**src/rtl/rv_pipe_pkg.sv**
```systemverilog
// Shared types and constants for the RV32I pipeline control blocks.
// Also holds the forwarding-priority helper used by forward_unit.
package rv_pipe_pkg;

    typedef enum logic [1:0] {
        RUN      = 2'd0,
        MEM_WAIT = 2'd1,
        MEM_ERR  = 2'd2
    } hz_state_t;

    localparam logic [1:0] FWD_RF  = 2'b00;
    localparam logic [1:0] FWD_WB  = 2'b01;
    localparam logic [1:0] FWD_MEM = 2'b10;

    localparam logic [4:0] REG_X0 = 5'd0;

    localparam int WAIT_W = 8;

    // The MEM result is younger than the WB result, so it wins when both match.
    function automatic logic [1:0] fwdSel(
        input logic [4:0] rs,
        input logic [4:0] rdM,
        input logic       regWriteM,
        input logic [4:0] rdW,
        input logic       regWriteW
    );
        if (regWriteM && (rdM != REG_X0) && (rdM == rs)) begin
            return FWD_MEM;
        end else if (regWriteW && (rdW != REG_X0) && (rdW == rs)) begin
            return FWD_WB;
        end
        return FWD_RF;
    endfunction

endpackage

```
**src/rtl/forward_unit.sv**
```systemverilog
// EX-stage operand forwarding select for both ALU sources.
// Purely combinational.
module forward_unit
    import rv_pipe_pkg::*;
(
    input  logic [4:0] rs1E_i,
    input  logic [4:0] rs2E_i,
    input  logic [4:0] rdM_i,
    input  logic [4:0] rdW_i,
    input  logic       regWriteM_i,
    input  logic       regWriteW_i,
    output logic [1:0] fwdA_o,
    output logic [1:0] fwdB_o
);

    assign fwdA_o = fwdSel(rs1E_i, rdM_i, regWriteM_i, rdW_i, regWriteW_i);
    assign fwdB_o = fwdSel(rs2E_i, rdM_i, regWriteM_i, rdW_i, regWriteW_i);

endmodule

```
**src/rtl/hazard_ctrl.sv**
```systemverilog
// Pipeline hazard controller: load-use and redirect handling, a memory-wait
// freeze FSM with timeout trap, and a saturating stall-cycle counter.
module hazard_ctrl
    import rv_pipe_pkg::*;
#(
    parameter int MEM_TIMEOUT = 16,
    parameter int CNT_W       = 32
) (
    input  logic             clk,
    input  logic             reset,
    input  logic [4:0]       Rs1D,
    input  logic [4:0]       Rs2D,
    input  logic [4:0]       Rs1E,
    input  logic [4:0]       Rs2E,
    input  logic [4:0]       RdE,
    input  logic [4:0]       RdM,
    input  logic [4:0]       RdW,
    input  logic             MemReadE,
    input  logic             RegWriteM,
    input  logic             RegWriteW,
    input  logic             PCSrcE,
    input  logic             MemReqM,
    input  logic             MemReadyM,
    output logic             StallF,
    output logic             StallD,
    output logic             StallE,
    output logic             StallM,
    output logic             FlushD,
    output logic             FlushE,
    output logic             FlushW,
    output logic [1:0]       ForwardAE,
    output logic [1:0]       ForwardBE,
    output logic             mem_err,
    output logic [CNT_W-1:0] stall_cycles
);

    hz_state_t         state_q, state_d;
    logic [WAIT_W-1:0] waitCnt_q, waitCnt_d;
    logic [CNT_W-1:0]  stallCnt_q;

    logic       loadUse;
    logic       stallF_d, stallD_d, stallE_d, stallM_d;
    logic       flushD_d, flushE_d, flushW_d;
    logic [1:0] fwdA, fwdB;

    forward_unit uForward (
        .rs1E_i      (Rs1E),
        .rs2E_i      (Rs2E),
        .rdM_i       (RdM),
        .rdW_i       (RdW),
        .regWriteM_i (RegWriteM),
        .regWriteW_i (RegWriteW),
        .fwdA_o      (fwdA),
        .fwdB_o      (fwdB)
    );

    assign loadUse = MemReadE && (RdE != REG_X0) && ((RdE == Rs1D) || (RdE == Rs2D));

    always_comb begin
        state_d   = state_q;
        waitCnt_d = waitCnt_q;
        stallF_d  = 1'b0;
        stallD_d  = 1'b0;
        stallE_d  = 1'b0;
        stallM_d  = 1'b0;
        flushD_d  = 1'b0;
        flushE_d  = 1'b0;
        flushW_d  = 1'b0;

        unique case (state_q)
            RUN, MEM_WAIT: begin
                if (MemReqM && !MemReadyM) begin
                    // Freeze everything up to MEM and bubble WB; redirects wait until ready.
                    {stallF_d, stallD_d, stallE_d, stallM_d, flushW_d} = '1;
                    if (state_q == RUN) begin
                        state_d   = MEM_WAIT;
                        waitCnt_d = WAIT_W'(1);
                    end else if (waitCnt_q == WAIT_W'(MEM_TIMEOUT)) begin
                        state_d = MEM_ERR;
                    end else begin
                        waitCnt_d = waitCnt_q + WAIT_W'(1);
                    end
                end else if (state_q == MEM_WAIT && !MemReadyM) begin
                    // Request dropped while waiting: stay frozen until the memory answers.
                    {stallF_d, stallD_d, stallE_d, stallM_d, flushW_d} = '1;
                    if (waitCnt_q == WAIT_W'(MEM_TIMEOUT)) begin
                        state_d = MEM_ERR;
                    end else begin
                        waitCnt_d = waitCnt_q + WAIT_W'(1);
                    end
                end else begin
                    state_d   = RUN;
                    waitCnt_d = '0;
                    if (PCSrcE) begin
                        flushD_d = 1'b1;
                        flushE_d = 1'b1;
                    end else if (loadUse) begin
                        stallF_d = 1'b1;
                        stallD_d = 1'b1;
                        flushE_d = 1'b1;
                    end
                end
            end
            MEM_ERR: begin
                {stallF_d, stallD_d, stallE_d, stallM_d, flushW_d} = '1;
            end
            default: begin
                state_d   = RUN;
                waitCnt_d = '0;
            end
        endcase
    end

    always_ff @(posedge clk or negedge reset) begin
        if (!reset) begin
            state_q    <= RUN;
            waitCnt_q  <= '0;
            stallCnt_q <= '0;
        end else begin
            state_q   <= state_d;
            waitCnt_q <= waitCnt_d;
            if (stallF_d && (stallCnt_q != '1)) begin
                stallCnt_q <= stallCnt_q + CNT_W'(1);
            end
        end
    end

    // While reset is held the pipeline controls are forced quiet regardless of inputs.
    assign StallF       = reset & stallF_d;
    assign StallD       = reset & stallD_d;
    assign StallE       = reset & stallE_d;
    assign StallM       = reset & stallM_d;
    assign FlushD       = reset & flushD_d;
    assign FlushE       = reset & flushE_d;
    assign FlushW       = reset & flushW_d;
    assign ForwardAE    = reset ? fwdA : FWD_RF;
    assign ForwardBE    = reset ? fwdB : FWD_RF;
    assign mem_err      = (state_q == MEM_ERR);
    assign stall_cycles = stallCnt_q;

endmodule

```
**config.mk**
```make
export PLATFORM = sky130hd
export DESIGN_NAME = hazard_ctrl
export DESIGN_NICKNAME = d
export VERILOG_FILES = /design/src/rtl/rv_pipe_pkg.sv /design/src/rtl/forward_unit.sv /design/src/rtl/hazard_ctrl.sv
export SDC_FILE = /design/constraint.sdc
export NUM_CORES = 1
export LEC_CHECK = 0
export BUFFER_PORTS_ARGS = -buffer_cell sky130_fd_sc_hd__buf_2
export CAP_MARGIN = 40
export CORE_ASPECT_RATIO = 1.25
export CORE_MARGIN = 2
export CORE_UTILIZATION = 55
export DETAILED_ROUTE_END_ITERATION = 6
export GPL_TIMING_DRIVEN = 0
export PLACE_DENSITY_LB_ADDON = 0.05
export SYNTH_ARGS = -nofsm -noshare
export SYNTH_HDL_FRONTEND = slang
export SYNTH_SLANG_ARGS = --single-unit
```
**constraint.sdc**
```tcl
create_clock -name clk -period 3.4 [get_ports clk]
set_input_delay 0.17 -clock clk [delete_from_list [all_inputs] [get_ports clk]]
set_output_delay 0.17 -clock clk [all_outputs]
set_load 0.01 [all_outputs]
```
# Yosys cells after proc, flatten, opt, wreduce, memory -nomap -nowiden
# Cells that the tools add are included.
word_totals:
  elab_cells: 75
  ff_bits: 42
  in_bits: 43
  output_inout_bits: 44
classes:
  n_bitwise: 4
  add_sub_neg: 2
  n_eq_ne: 10
  reduce_logical: 18
  muxes: 38
ops:
  columns: ["operator", "count"]
  rows:
  - ["adder 32 x 1 -> 32 bit, second input constant", 1]
  - ["two-way mux 8 bit", 4]
  - ["!= test 32 bit, second input constant", 1]
  - ["equality test 5 bit", 6]
  - ["two-way mux 2 bit", 12]
  - ["two-way mux 1 bit", 18]
  - ["one-hot mux 8 bit (2 select lines)", 1]
  - ["nonzero test 5 bit", 3]
  - ["logical AND 1 bit", 11]
  - ["adder 8 x 1 -> 8 bit, second input constant", 1]
  - ["equality test 8 x 5 -> 1 bit, second input constant", 1]
  - ["bitwise AND 1 bit", 4]
  - ["one-hot mux 1 bit (2 select lines)", 2]
  - ["one-hot mux 2 bit (2 select lines)", 1]
  - ["equality test 2 x 1 -> 1 bit, second input constant", 1]
  - ["equality test 2 bit, second input constant", 1]
  - ["zero test 2 bit", 1]
  - ["OR reduction 2 bit", 1]
  - ["zero test 1 bit", 1]
  - ["logical OR 1 bit", 1]

# Longest topological paths before layout
logic_depth:
  ltp_word: 9
  ltp_mapped: 8
  ltp_nobuf: 7

# Cells and area by module
# A second synthesis with hierarchy kept.
unflattened:
  hier_cells: 286
  area_unflattened_um2: 2715.1
by_module_without_submodules:
  columns: ["module", "area_per_inst_um2", "n_inst", "cells_each"]
  rows:
  - ["hazard_ctrl", 2444.8, 1, 252]
  - ["forward_unit", 270.3, 1, 34]

# Least setup slack after synthesis
# No wires, ideal clock.
synth_timing:
  kind: "register to register"
  start: "register stallCnt_q[0] (netlist: stall_cycles[0])"
  end: "register stallCnt_q[1] (netlist: stall_cycles[1])"
  path_slack_ns: 1.375
  setup_time_ns: 0.125
  synth_period_minus_slack_ns: 2.025
  required_time_ns: 3.275
  path_buffers: 1
  stages_incl_launch_ff: 8
  arrival_ns: 1.899
  cell_sequence: "dfrtp_1 -> ha_1 -> nand2_1 -> nor4_4 -> nand3_2 -> nand3_2 -> clkbuf_8 -> mux2_4"
synth_between:
  elab_chain_len: 2
  elab_cells_between_ends: 3
synth_lines:
  columns: ["element", "line_no", "text"]
  rows:
  - ["start, declared", "hazard_ctrl.sv:39", "logic [CNT_W-1:0] stallCnt_q;"]
  - ["start signal, assigned", "hazard_ctrl.sv:123", "stallCnt_q <= stallCnt_q + CNT_W'(1);"]
  - ["branches (longest 2 deep; another with adder 32 x 1 -> 32 bit)", null, null]
# Parallel ways; which one is timed is not known.
# A chain may end at the register's enable or synchronous reset.

# Worst setup path in the final report
layout_timing:
  start: "input reset"
  end: "output ForwardAE[0]"
layout_between:
  elab_chain_len: 1
layout_lines:
  columns: ["element", "line_no", "text"]
  rows:
  - ["start, declared", "hazard_ctrl.sv:10", "input logic reset,"]
  - ["two-way mux 2 bit", "hazard_ctrl.sv:136", "assign ForwardAE = reset ? fwdA : FWD_RF;"]
  - ["end, declared", "hazard_ctrl.sv:31", "output logic [1:0] ForwardAE,"]
# No other way between the ends.

==> reports/metrics.yaml <==
vdd_ir_drop_max_v: 0.000341
clk_pin_slew_ps: 80
status: "completed"
ys_seq_area_share_pct: 39.7
final_max_slew_viol_count: 0
rsz0062_at_grt: "no"
nFillCells: 400
cts_buffers: 5
clockPowerShare_pct: 28.5
clock_path_buffers: 2
syn_inst: 281
wl_per_cell_um: 13.6
clock_latency_ps: 300
synth_edf_count: 0
portBuffers: 86
syn_to_final_growth_pct: 23.6
synth_warnings: 0
routabilityCongestion: 0.800
vias: 2395
cts-resized-gates: 0
synth_area_per_cell_um2: 9.43
start_util_pct: 56.4
p_total_mw: 1.15
required_ps: 3230
seqPwrFrac_pct: 49.8
worst_hold_slack_ps: 168
nNetsFinal: 422
pre_cts_ws_ps: 1170
pwr-share-comb_pct: 21.7
grt_pass1_wl_mm: 9.68
tightest_slew_ps: 544
coreArea_mm2: 0.00469
die_area_mm2: 0.00539
antenna_found_initial: 0
synth_seq_cells: 42
grt_usage_pct: 22.9
clock-sinks: 42
place_inst: 428
grt_max_degree: 34
drt_wl_total_mm: 5.94
slowest_delay_ps: 540
worst_path_most_repeated_cell: "buf_2"
final.setup.tns_ps: 0
die_h_um: 81.6
clock.fmax_mhz: 389
place_hpwl_mm: 4.53
critPathMaxFanout: 33
synth.distinct_cells: 41
htreeDepth: 2
viasPerCell: 5.48
switching_share_pct: 30.9
hold_viol_final: 0
worst_ep_arrival_time_ps: 2400
cap_violations: 0
mostFrequentLayoutCell: "buf_2"
cts_tree: "yes"
slew_headroom_pct: 63.5
grt_pass1_vias: 2224
placement_rows: 28
crit_type: "input port to output port"
syn-num-nets: 327
endpoint_kind: "output port"
finalWorstSetupSlack_ps: 826
async_reset_ff_share_pct: 100
final.setup_skew_ps: 9.50
hp-class: "input port to register"
p_sw_uw: 356
io-pin-count: 87
remaining_drc_errors: 0
finalCritPeriodShare_pct: 75.7
setup_viol: 0
cp_slowest_cell: "or4_1"
dieWidth_um: 66.1
root_buffer: "clkbuf_8"
drive_above_1_share_pct: 30.5
synthFlopType: "dfrtp_1"
drt_first_iter_violations: 107
fin_cells: 437
final_cell_mix: "buf_2 (86), dfrtp_1 (42), xnor2_1 (32)"
p_leak_nw: 1.63
internal-power_uw: 796
period_minus_slack_ps: 2570
diodes: 0
drtPass1Iterations: 4
cp-start-kind: "input port"
ant_nets: 0
power_density_mw_per_mm2: 352
path_cells: "dlygate4sd3_1 -> buf_2 -> buf_12 -> o211ai_1 -> or4_1 -> nor4_1 -> buf_2"
grt_overflow_total: 0
syn_area_mm2: 0.00265
## Yosys cell counts (2+ instances only)
master | n | area, um2
dfrtp_1 | 42 | 1050
xnor2_1 | 32 | 280
xor2_1 | 31 | 272
nand2_1 | 27 | 101
nor2_1 | 23 | 86.3
nand3_1 | 18 | 90.1
o21ai_0 | 13 | 65.1
nor3_1 | 12 | 60.1
nand4_1 | 11 | 68.8
and3_1 | 9 | 56.3
inv_1 | 7 | 26.3
and2_1 | 5 | 31.3
nor4_1 | 5 | 31.3
or4_1 | 5 | 37.5
a21oi_1 | 4 | 20.0
buf_4 | 3 | 22.5
buf_6 | 3 | 33.8
ha_1 | 3 | 37.5
nand3_2 | 3 | 30.0
a22o_1 | 2 | 17.5
nor4b_1 | 2 | 17.5
o21a_1 | 2 | 15.0
## what timing repair did
item,4_1_cts,5_1_grt
endpoints found under the setup margin,0,0
endpoints found under the hold margin,15,0
setup buffers,0,0
hold buffers,1,0
## per-layer routing
layer / routed length (um) / part of all wire [%] / vias up / global-route usage (%)
met4: 71 / 1.2 / 0 / 8.57
met5: 0 / 0 / - / 0
li1: - / - / 1169 / -
met3: 342 / 5.8 / 6 / 5.21
met2: 2960 / 50 / 72 / 40.0
met1: 2560 / 43 / 1148 / 27.4
## kinds of logic (layout without fill, tap and decap cells)
| kind of cell | Yosys count | in the layout | share of synthesized area [%] |
|---|---|---|---|
| compound gates | 30 | 30 | 7.89 |
| simple gates | 126 | 126 | 25.4 |
| buf+inv | 15 | 111 | 3.78 |
| fa+ha+maj | 3 | 3 | 1.42 |
| flops | 42 | 42 | 39.7 |
| xor+xnor | 63 | 63 | 20.8 |
| mux | 2 | 2 | 0.991 |
## worst max-delay path, delay by kind of cell
family	cells	cell delay, ps
AND/OR/NAND/NOR	2	780
buffers and inverters	4	1320
AO/OA/AOI/OAI	1	140
## power by group through the flow
| stage | Clock [mW] | Combinational [mW] | Sequential, mW |
|---|---|---|---|
| after floorplan | 0 | 0.128 | 0.589 |
| after global placement | 0 | 0.241 | 0.580 |
| after detailed placement | 0 | 0.252 | 0.582 |
| after CTS | 0.336 | 0.254 | 0.573 |
| after global routing | 0.353 | 0.276 | 0.578 |
| final | 0.329 | 0.250 | 0.573 |
## flip-flops by register name, summed over array words and instances (netlist names)
register,flops
stall_cycles,32
state_q,2
waitCnt_q,8
## final timing paths
| path | start | endpoint | slack (ps) | cells past startpoint |
|---|---|---|---|---|
| worst max-delay path | reset | ForwardAE[0] | 830 | 7 |
| worst min-delay path | MemReadyM | state_q[0] | 170 | 4 |
| worst max register to register | stall_cycles[0] | stall_cycles[1] | 1180 | 7 |
| worst min register to register | waitCnt_q[7] | waitCnt_q[7] | 500 | 1 |
| max in group asynchronous | reset | waitCnt_q[0] | 2590 | 3 |
| min in group asynchronous | reset | stall_cycles[29] | 310 | 2 |
## through the flow
| stage | util (%) | area, um2 |
|---|---|---|
| final | 69.8 | 3280 |
| after global routing | 69.8 | 3280 |
| after CTS | 69.8 | 3280 |
| after detailed placement | 67.6 | 3180 |
| after global placement | 67.2 | 3160 |
| after floorplan | - | 2650 |
## area by class of cell
type	count	area, um2	share of cell area, %
buffer	8	73.8	2.25
clock buffer	5	68.8	2.10
clock inverter	3	21.3	0.649
inverter	7	26.3	0.802
multi-input combinational	224	1500	45.8
sequential	42	1050	32.1
tap	60	75.1	2.29
timing repair buffer	88	460	14.1
Power figures use the tool's default switching activity.
